### config.mk
export PLATFORM = sky130hd
export DESIGN_NAME = cordic_result_collector
export DESIGN_NICKNAME = d
export VERILOG_FILES = /design/src/rtl/cordic_result_collector.sv
export SDC_FILE = /design/constraint.sdc
export NUM_CORES = 1
export LEC_CHECK = 0
export ABC_AREA = 0
export CAP_MARGIN = 15
export CORE_MARGIN = 2
export CORE_UTILIZATION = 30
export DETAILED_ROUTE_END_ITERATION = 8
export PLACE_DENSITY_LB_ADDON = 0.05
export SYNTH_ARGS = -nofsm -noshare
export SYNTH_HDL_FRONTEND = slang
export SYNTH_SLANG_ARGS = --single-unit
### constraint.sdc
create_clock -name clk -period 3.3 [get_ports clk]
set_input_delay 0.66 -clock clk [delete_from_list [all_inputs] [get_ports clk]]
set_output_delay 0.66 -clock clk [all_outputs]
set_load 0.02 [all_outputs]
### src/rtl/cordic_result_collector.sv
// cordic_result_collector: skips warm-up samples, buffers a CORDIC run in a FWFT FIFO; checksum under CORDIC_COLLECT_CHECKSUM_EN
module cordic_result_collector #(
  parameter int WIDTH = 16,
  parameter int DEPTH = 16,
  parameter int SKIP  = 11,
  parameter int TOTAL = 300
) (
  input  logic             clk,
  input  logic             reset,
  input  logic             start,
  input  logic             in_valid,
  input  logic [WIDTH-1:0] res1,
  input  logic [WIDTH-1:0] res2,
  output logic             out_valid,
  input  logic             out_ready,
  output logic [WIDTH-1:0] out_res1,
  output logic [WIDTH-1:0] out_res2,
  output logic             busy,
  output logic             done,
  output logic             overflow,
  output logic [15:0]      captured_count,
  output logic [WIDTH-1:0] checksum
);
  localparam int AW = $clog2(DEPTH);
  typedef enum logic [2:0] {IDLE, WARMUP, CAPTURE, DRAIN, DONE} state_t;
  state_t           r_state;
  logic [WIDTH-1:0] r_mem1 [DEPTH];
  logic [WIDTH-1:0] r_mem2 [DEPTH];
  logic [AW-1:0]    r_wr, r_rd;
  logic [AW:0]      r_cnt;
  logic [15:0]      r_sample_cnt, r_captured;
  logic             r_busy, r_done, r_ovf;
  logic             w_empty, w_full, w_pop, w_take, w_push, w_drop, w_idle_start;
  logic [AW:0]      w_cnt_nxt;
  assign w_empty      = r_cnt == '0;
  assign w_full       = r_cnt == (AW+1)'(DEPTH);
  assign w_pop        = !w_empty && out_ready;
  assign w_take       = r_state == CAPTURE && in_valid;
  assign w_push       = w_take && (!w_full || w_pop);
  assign w_drop       = w_take && w_full && !w_pop;
  assign w_cnt_nxt    = r_cnt + (AW+1)'(w_push) - (AW+1)'(w_pop);
  assign w_idle_start = (r_state == IDLE || r_state == DONE) && start;
  assign out_valid      = !w_empty;
  assign out_res1       = w_empty ? '0 : r_mem1[r_rd];
  assign out_res2       = w_empty ? '0 : r_mem2[r_rd];
  assign busy           = r_busy;
  assign done           = r_done;
  assign overflow       = r_ovf;
  assign captured_count = r_captured;
  // run control, FIFO pointers/occupancy and registered status
  always_ff @(posedge clk) begin
    if (reset) begin
      r_state      <= IDLE;
      r_wr         <= '0;
      r_rd         <= '0;
      r_cnt        <= '0;
      r_sample_cnt <= '0;
      r_captured   <= '0;
      r_busy       <= 1'b0;
      r_done       <= 1'b0;
      r_ovf        <= 1'b0;
    end else begin
      r_cnt <= w_cnt_nxt;
      if (w_push) r_wr <= r_wr + 1'b1;
      if (w_pop) r_rd <= r_rd + 1'b1;
      case (r_state)
        IDLE, DONE: if (start) begin
          r_state      <= SKIP == 0 ? CAPTURE : WARMUP;
          r_sample_cnt <= '0;
          r_captured   <= '0;
          r_ovf        <= 1'b0;
          r_wr         <= '0;
          r_rd         <= '0;
          r_cnt        <= '0;
          r_busy       <= 1'b1;
          r_done       <= 1'b0;
        end
        WARMUP: if (in_valid) begin
          r_sample_cnt <= r_sample_cnt + 16'd1;
          if (r_sample_cnt == 16'(SKIP - 1)) r_state <= CAPTURE;
        end
        CAPTURE: if (in_valid) begin
          r_sample_cnt <= r_sample_cnt + 16'd1;
          if (w_push && r_captured != 16'hFFFF) r_captured <= r_captured + 16'd1;
          if (w_drop) r_ovf <= 1'b1;
          if (r_sample_cnt == 16'(TOTAL - 1)) r_state <= DRAIN;
        end
        DRAIN: if (w_cnt_nxt == '0) begin
          r_state <= DONE;
          r_busy  <= 1'b0;
          r_done  <= 1'b1;
        end
        default: r_state <= IDLE;
      endcase
    end
  end
  // FIFO storage; contents need no reset since occupancy gates the head
  always_ff @(posedge clk) begin
    if (w_push) begin
      r_mem1[r_wr] <= res1;
      r_mem2[r_wr] <= res2;
    end
  end
`ifdef CORDIC_COLLECT_CHECKSUM_EN
  logic [WIDTH-1:0] r_checksum;
  assign checksum = r_checksum;
  // sum of every capture-window sample, dropped ones included
  always_ff @(posedge clk) begin
    if (reset || w_idle_start) r_checksum <= '0;
    else if (w_take) r_checksum <= r_checksum + res1 + res2;
  end
`else
  assign checksum = '0;
`endif
endmodule

==> results.yml, run 1 <==
status:
  status: "finished, violations left"
  violations: "setup timing"
pwr:
  power_density_nw_per_um2: 698
  fin_total_pwr_mw: 19.5
  power.leakage_nw: 8.79
  vdd_drop_max_uv: 333
floorplanning:
  die_height_um: 277
  placement_rows: 100
  die_width_um: 277
  ios: 105
  floorplan.die_area_um2: 76800
  core_um2: 74200
  initial_util_pct: 30.2
global_route:
  global_route.usage.total_pct: 15.5
  grt_pass1_wl_um: 85600
  grt_antenna_before_repair: 5
  grt_pass1_vias: 12154
  grt-ovfl-total: 0
  grt_start_max_net_pins: 34
critical_path:
  cp_max_fo: 6
  crit_arrival_ps: 2770
  startpoint_kind_of_the_worst_setup_timing_path: "flop"
  worst-endpoint-required_ps: 2640
  critPathKind: "reg -> out"
  timing.critical_path.slowest_cell_delay_ps: 530
  cp_cell_sequence: "buf_12 > buf_16 > buf_12 > mux4_2 > mux4_2 > and2_4 > buf_6"
  cpMaxStageDelayCell: "sky130_fd_sc_hd__mux4_2"
  critPathCaptureType: "primary output"
logic_synthesis:
  synthesis.instances: 1108
  synth-edff-count: 512
  synth_cell_type_count: 56
  syn-cell-area_um2: 22400
  async_flop_share_pct: 0
  post_synth_xor_area_fraction_pct: 1.02
  syn_avg_cell_area_um2: 20.2
  seq_area_frac_synth_pct: 73.2
  synth_mux_area_share_pct: 16.4
  main_combinational_cell_family_by_area_after_synthesis: "multiplexers"
  ys_warn_count: 0
  most_instantiated_flip_flop_cell_in_the_synthesis_netlist: "sky130_fd_sc_hd__edfxtp_1"
  post_synthesis_compound_gate_area_fraction_pct: 1.64
  synth_simple_gate_area_share_pct: 4.78
  postSynthRegisterBits: 563
  share_of_synthesized_cell_area_in_full_adder_half_adder_and_majority_cells_pct: 0.872
clock_tree:
  number_of_cts_inserted_buffers: 68
  htree_num_levels: 3
  cts.root.buffer_cell: "sky130_fd_sc_hd__clkbuf_16"
  tritoncts: "built"
  clk-insertion-delay-late_ps: 590
  cts_sinks: 563
  cts-root-to-sink-buffers: 3
  clk_pin_slew_worst_paths_ps: 50
timing:
  rsz0062_at_grt: "true"
  fmax_mhz: 291
  transition_time_at_the_pin_with_the_least_slew_margin_ps: 949
  finalSetupViolations: 24
  final-max-slew-violation-count: 0
  clock-skew-final_ps: 21.6
  period_needed_ps: 3430
  final_min_period_over_clock_period_pct: 104
  fin_hold_ws_ps: 472
  hold_viol_final: 0
  postLayoutSetupSlackWorst_ps: -134
  timing.slew.headroom_pct: 36.5
cells_and_area:
  final_cell_area_um2: 28000
  ant_diodes: 0
  design.final.nets: 1373
  flow.area_growth_from_synthesis_pct: 24.9
  fin_util_pct: 37.7
  drive_above_1_share_pct: 33.0
min_path:
  hold_path_class: "reg -> reg"
drt:
  vias_per_instance: 4.82
  vias: 11280
  length_of_the_first_detailed_routing_pass_in_iterations: 5
  drc: 0
  detail_route.wl_per_cell_um: 24.9
  first_iter_violations: 537
  drtAntennaViolNets: 0
  drt_wl_total_um: 58300
run:
  max_cap_violations: 0
placement:
  placedInstanceArea_um2: 25200
  gp_congestion: 0.714
  portBuffers: 88
  place.detailed.hpwl_um: 30600
[timing repair]
item | 4_1_cts | 5_1_grt
buffers inserted | 28 | 5
gates cloned | 11 | 0
hold buffers | 0 | 0
setup endpoints to repair | 36 | 36
resized for setup | 182 | 22
pin swaps | 9 | 1
hold endpoints to repair | 0 | 0
[worst paths after layout]
check / startpoint / endpoint / slack (ps) / cells past startpoint
worst max register to register: r_cnt[2] / done / 30 / 15
worst max-delay path: r_rd[0] / out_res1[15] / -130 / 7
worst min register to register: done / done / 470 / 2
worst min-delay path: done / done / 470 / 2
[synthesized netlist by cell type, drive strengths merged, types with 9 or more instances]
master | instances | share of area [%]
buf | 45 | 1.3
nand2 | 21 | 0.35
a21oi | 16 | 0.36
dfxtp | 51 | 4.6
mux4 | 160 | 16
and2 | 44 | 1.2
edfxtp | 512 | 69
clkbuf | 25 | 0.42
nor2 | 48 | 0.80
nand3 | 15 | 0.34
ha | 14 | 0.78
xor2 | 9 | 0.35
xnor2 | 17 | 0.66
inv | 20 | 0.34
nor3 | 12 | 0.27
[cell type report]
| type | instances | area [um2] |
|---|---|---|
| Inverter | 20 | 75.1 |
| Fill cell | 6858 | 46200 |
| Clock inverter | 22 | 203 |
| Multi-Input combinational cell | 470 | 5720 |
| Sequential cell | 563 | 16400 |
| Tap cell | 969 | 1210 |
| Clock buffer | 97 | 1920 |
| Timing Repair Buffer | 198 | 2430 |
[per-layer routing]
metal	GRT usage [%]	wire length, um	vias up
met5	0	53	-
met4	3.58	849	8
met3	3.38	2460	67
met2	26.3	29300	222
met1	20.3	25700	6042
li1	-	-	4941
[per-stage QoR]
stage	TNS, ps	worst slack (ps)	cells
finish	-1440	-134	2339
global route	-4450	-202	2339
CTS	-3790	-190	2339
detailed placement	-1890	-490	2182
global placement	-1860	-487	2182
floorplan	-36.3	-18.1	1123
[state kept, by name, indices dropped and copies added, names as in the netlist]
signal and count:
done 1, r_state 3, r_mem1 256, r_sample_cnt 16, r_mem2 256, r_cnt 5, r_rd 4, captured_count 16
busy 1, r_wr 4, overflow 1
[power breakdown]
part,leakage (nW),internal (mW),switching [mW]
clock network,1.02,4.34,2.83
registers,5.02,7.87,0.0526
logic,2.74,2.36,2.08
[placed cells by master (no fill, tap or decap), drive strengths merged, types with 3 or more instances in the layout]
cell type        n
clkbuf          97
nor3b            5
or2              3
buf            142
a311oi           3
and3             8
o21ai            5
ha              14
a31oi            3
and4             6
edfxtp         512
a21oi           16
nor2            48
nor3            12
xor2             9
a221oi           4
and2            44
bufinv           4
or3              3
nand4            8
conb            16
clkinv          16
a31o             3
a211oi           4
inv             20
xnor2           17
mux4           160
a21o             3
mux2i            5
dfxtp           51
nor4b            3
nand2b           4
nand2           21
clkdlybuf4s50   55
nand3           15
nor4             7
[kinds of logic (layout without fill, tap and decap cells)]
group	count (synthesis)	in the layout
adder cells (fa/ha/maj)	15	15
XOR/XNOR	26	26
AND/OR/NAND/NOR	194	194
AO/OA/AOI/OAI	52	52
buffers and inverters	90	337
other	1	16
multiplexers	167	167
flip-flops	563	563
[critical path, delay by kind of cell, from the launching register on]
kind          cells  cell delay, ps
buf+inv           4             590
flops             1             400
mux               2            1030
simple gates      1             160
No activity file was read; power rests on OpenSTA's default activity.
==> run 2, diff against run 1 <==
==> constraint.sdc (replaced) <==
create_clock -name clk -period 3.3 [get_ports clk]
set_input_delay 0.495 -clock clk [delete_from_list [all_inputs] [get_ports clk]]
set_output_delay 0.495 -clock clk [all_outputs]
set_load 0.02 [all_outputs]
==> run 2 against run 1 <==
Net effect:
- the run still ends with setup timing left
- via count shrank 0.55%
- first-iteration DRC count down 0.19%
- maximum frequency grew 3.7%
- wire length fell by 0.34%
- register-to-register slack is essentially flat
- worst setup slack better by 120 ps
==> results.yml, run 2 (same netlist as run 1, synthesis figures left out) <==
timing:
  final_min_period_over_clock_period_pct: 100
  hold_viol_final: 0
  rsz0062_at_grt: "true"
  postLayoutSetupSlackWorst_ps: -12.0
  clock-skew-final_ps: 15.7
  transition_time_at_the_pin_with_the_least_slew_margin_ps: 953
  finalSetupViolations: 1
  timing.slew.headroom_pct: 36.2
  fin_tns_setup_ps: -12.0
  period_needed_ps: 3310
  final-max-slew-violation-count: 0
  fmax_mhz: 302
drt:
  drc: 0
  drtAntennaViolNets: 0
  vias: 11218
  detail_route.wl_per_cell_um: 25.0
  vias_per_instance: 4.82
  length_of_the_first_detailed_routing_pass_in_iterations: 4
  drt_wl_total_um: 58100
  first_iter_violations: 536
critical_path:
  worst_r2r_path_cells: 15
  startpoint_kind_of_the_worst_setup_timing_path: "flop"
  timing.rr.start: "r_cnt[3]"
  startpoint: "r_rd[0]"
  cp_max_fo: 7
  worst_r2r_endpoint: "r_state[2]"
  crit_arrival_ps: 2820
  worst-endpoint-required_ps: 2800
  critPathKind: "reg -> out"
  r2r_slack_ps: 40
  critPathCaptureType: "primary output"
clock_tree:
  clk-insertion-delay-late_ps: 590
  tritoncts: "built"
  cts.root.buffer_cell: "sky130_fd_sc_hd__clkbuf_16"
  number_of_cts_inserted_buffers: 67
  htree_num_levels: 3
  clk_pin_slew_worst_paths_ps: 60
  hold_buffers_post_cts: 0
  cts_sinks: 563
  cts-root-to-sink-buffers: 3
placement:
  gp_congestion: 0.702
  place.detailed.hpwl_um: 31100
  portBuffers: 88
  dp_slack_ps: -378
min_path:
  worstHoldEndpoint: "done"
  timing.hold.worst_path_depth: 2
  hold_path_class: "reg -> reg"
  hold_start: "done"
floorplanning:
  floorplan.die_area_um2: 76800
  ios: 105
  die_width_um: 277
  core_um2: 74200
  die_height_um: 277
  placement_rows: 100
  initial_util_pct: 30.2
global_route:
  global_route.usage.total_pct: 15.2
  grt-ovfl-total: 0
  grt_pass1_vias: 11993
  grt_start_max_net_pins: 36
  grt_antenna_before_repair: 3
  grt_pass1_wl_um: 84400
cells_and_area:
  layout.cells.most_common: "sky130_fd_sc_hd__edfxtp_1"
  regArea_um2: 16400
  reg.largest.list: "r_mem1: 256 flops, r_mem2: 256 flops"
  ant_diodes: 0
  final_cell_mix: "sky130_fd_sc_hd__edfxtp_1 (512), sky130_fd_sc_hd__mux4_2 (160), sky130_fd_sc_hd__clkbuf_16 (72)"
  fillerInstances: 6807
  multiInputGateArea_um2: 5710
  drive_above_1_share_pct: 33.1
  flow.area_growth_from_synthesis_pct: 24.0
  design.final.nets: 1366
run:
  max_cap_violations: 0
pwr:
  power.leakage_nw: 8.71
  vdd_drop_max_uv: 309
  power_density_nw_per_um2: 697
status:
  status: "finished, violations left"
  violations: "setup timing"
-- run 2: changes by cell type in the layout (fill, tap and decap cells not counted), sizes merged --
cell	previous run	this run
clkbuf	97	91
buf	142	124
clkdlybuf4s50	55	56
inv	20	23
clkdlybuf4s15	0	6
clkinv	16	20
-- run 2: stage by stage --
step / cell area, um2 / hold slack [ps] / power (mW) / util (%) / instances
2_1_floorplan: 22500 / 473 / 10.4 / - / 1123
3_3_place_gp: 25000 / 445 / 11.9 / 33.7 / 2174
3_5_place_dp: 25000 / 467 / 11.9 / 33.7 / 2174
4_1_cts: 27700 / 478 / 19.6 / 37.3 / 2319
5_1_grt: 27800 / 505 / 20.2 / 37.4 / 2329
6_report: 27800 / 486 / 19.3 / 37.4 / 2329
-- run 2: power by group --
part | leakage (nW) | internal, mW | switching [mW]
Combinational | 2.66 | 2.25 | 2.06
Clock | 1.03 | 4.28 | 2.84
Sequential | 5.02 | 7.86 | 0.0487
Total | 8.71 | 14.4 | 4.95
-- run 2: worst max path at each step --
stage | endpoint | slack (ps) | depth (start not counted)
after floorplan | done | -20 | 16
after global placement | done | -320 | 14
after detailed placement | done | -380 | 14
after CTS | out_res1[0] | -90 | 6
after global routing | r_state[2] | -110 | 15
final | out_res1[6] | -10 | 8
-- run 2: repair_timing --
item                       CTS  global route
pin swaps                    7             4
setup endpoints to repair   35            27
gates cloned                 6             1
gates resized for setup    162            29
buffers inserted            24            11
-- run 2: final cells by class --
class / count / share of cell area [%]
clock buffer: 86 / 6.71
timing repair buffer: 192 / 8.10
sequential: 563 / 59.1
multi-input combinational: 470 / 20.6
clock inverter: 29 / 0.883
inverter: 20 / 0.270
tap: 969 / 4.37
-- run 2: worst max-delay path, stage by stage (launching register included) --
cell	delay [ps]
sky130_fd_sc_hd__dfxtp_4	380
sky130_fd_sc_hd__buf_12	150
sky130_fd_sc_hd__buf_12	140
sky130_fd_sc_hd__buf_12	130
sky130_fd_sc_hd__buf_16	140
sky130_fd_sc_hd__mux4_2	530
sky130_fd_sc_hd__mux4_2	490
sky130_fd_sc_hd__and2_4	150
sky130_fd_sc_hd__buf_6	120
-- run 2: metal layers --
layer / track usage (%) / vias up / wire, um
li1: - / 4928 / -
met1: 20.2 / 6019 / 26000
met2: 25.7 / 181 / 29000
met3: 2.67 / 84 / 2070
met4: 4.28 / 6 / 1020
met5: 0 / - / 34
==> run 3, diff against run 2 <==
--- a/config.mk
+++ b/config.mk
@@ -11,6 +11,7 @@
 export CORE_UTILIZATION = 30
 export DETAILED_ROUTE_END_ITERATION = 8
 export PLACE_DENSITY_LB_ADDON = 0.05
+export SLEW_MARGIN = 15
 export SYNTH_ARGS = -nofsm -noshare
 export SYNTH_HDL_FRONTEND = slang
 export SYNTH_SLANG_ARGS = --single-unit
==> results of run 3 <==
No change in the layout: final DEF, timing and power equal those of run 2.
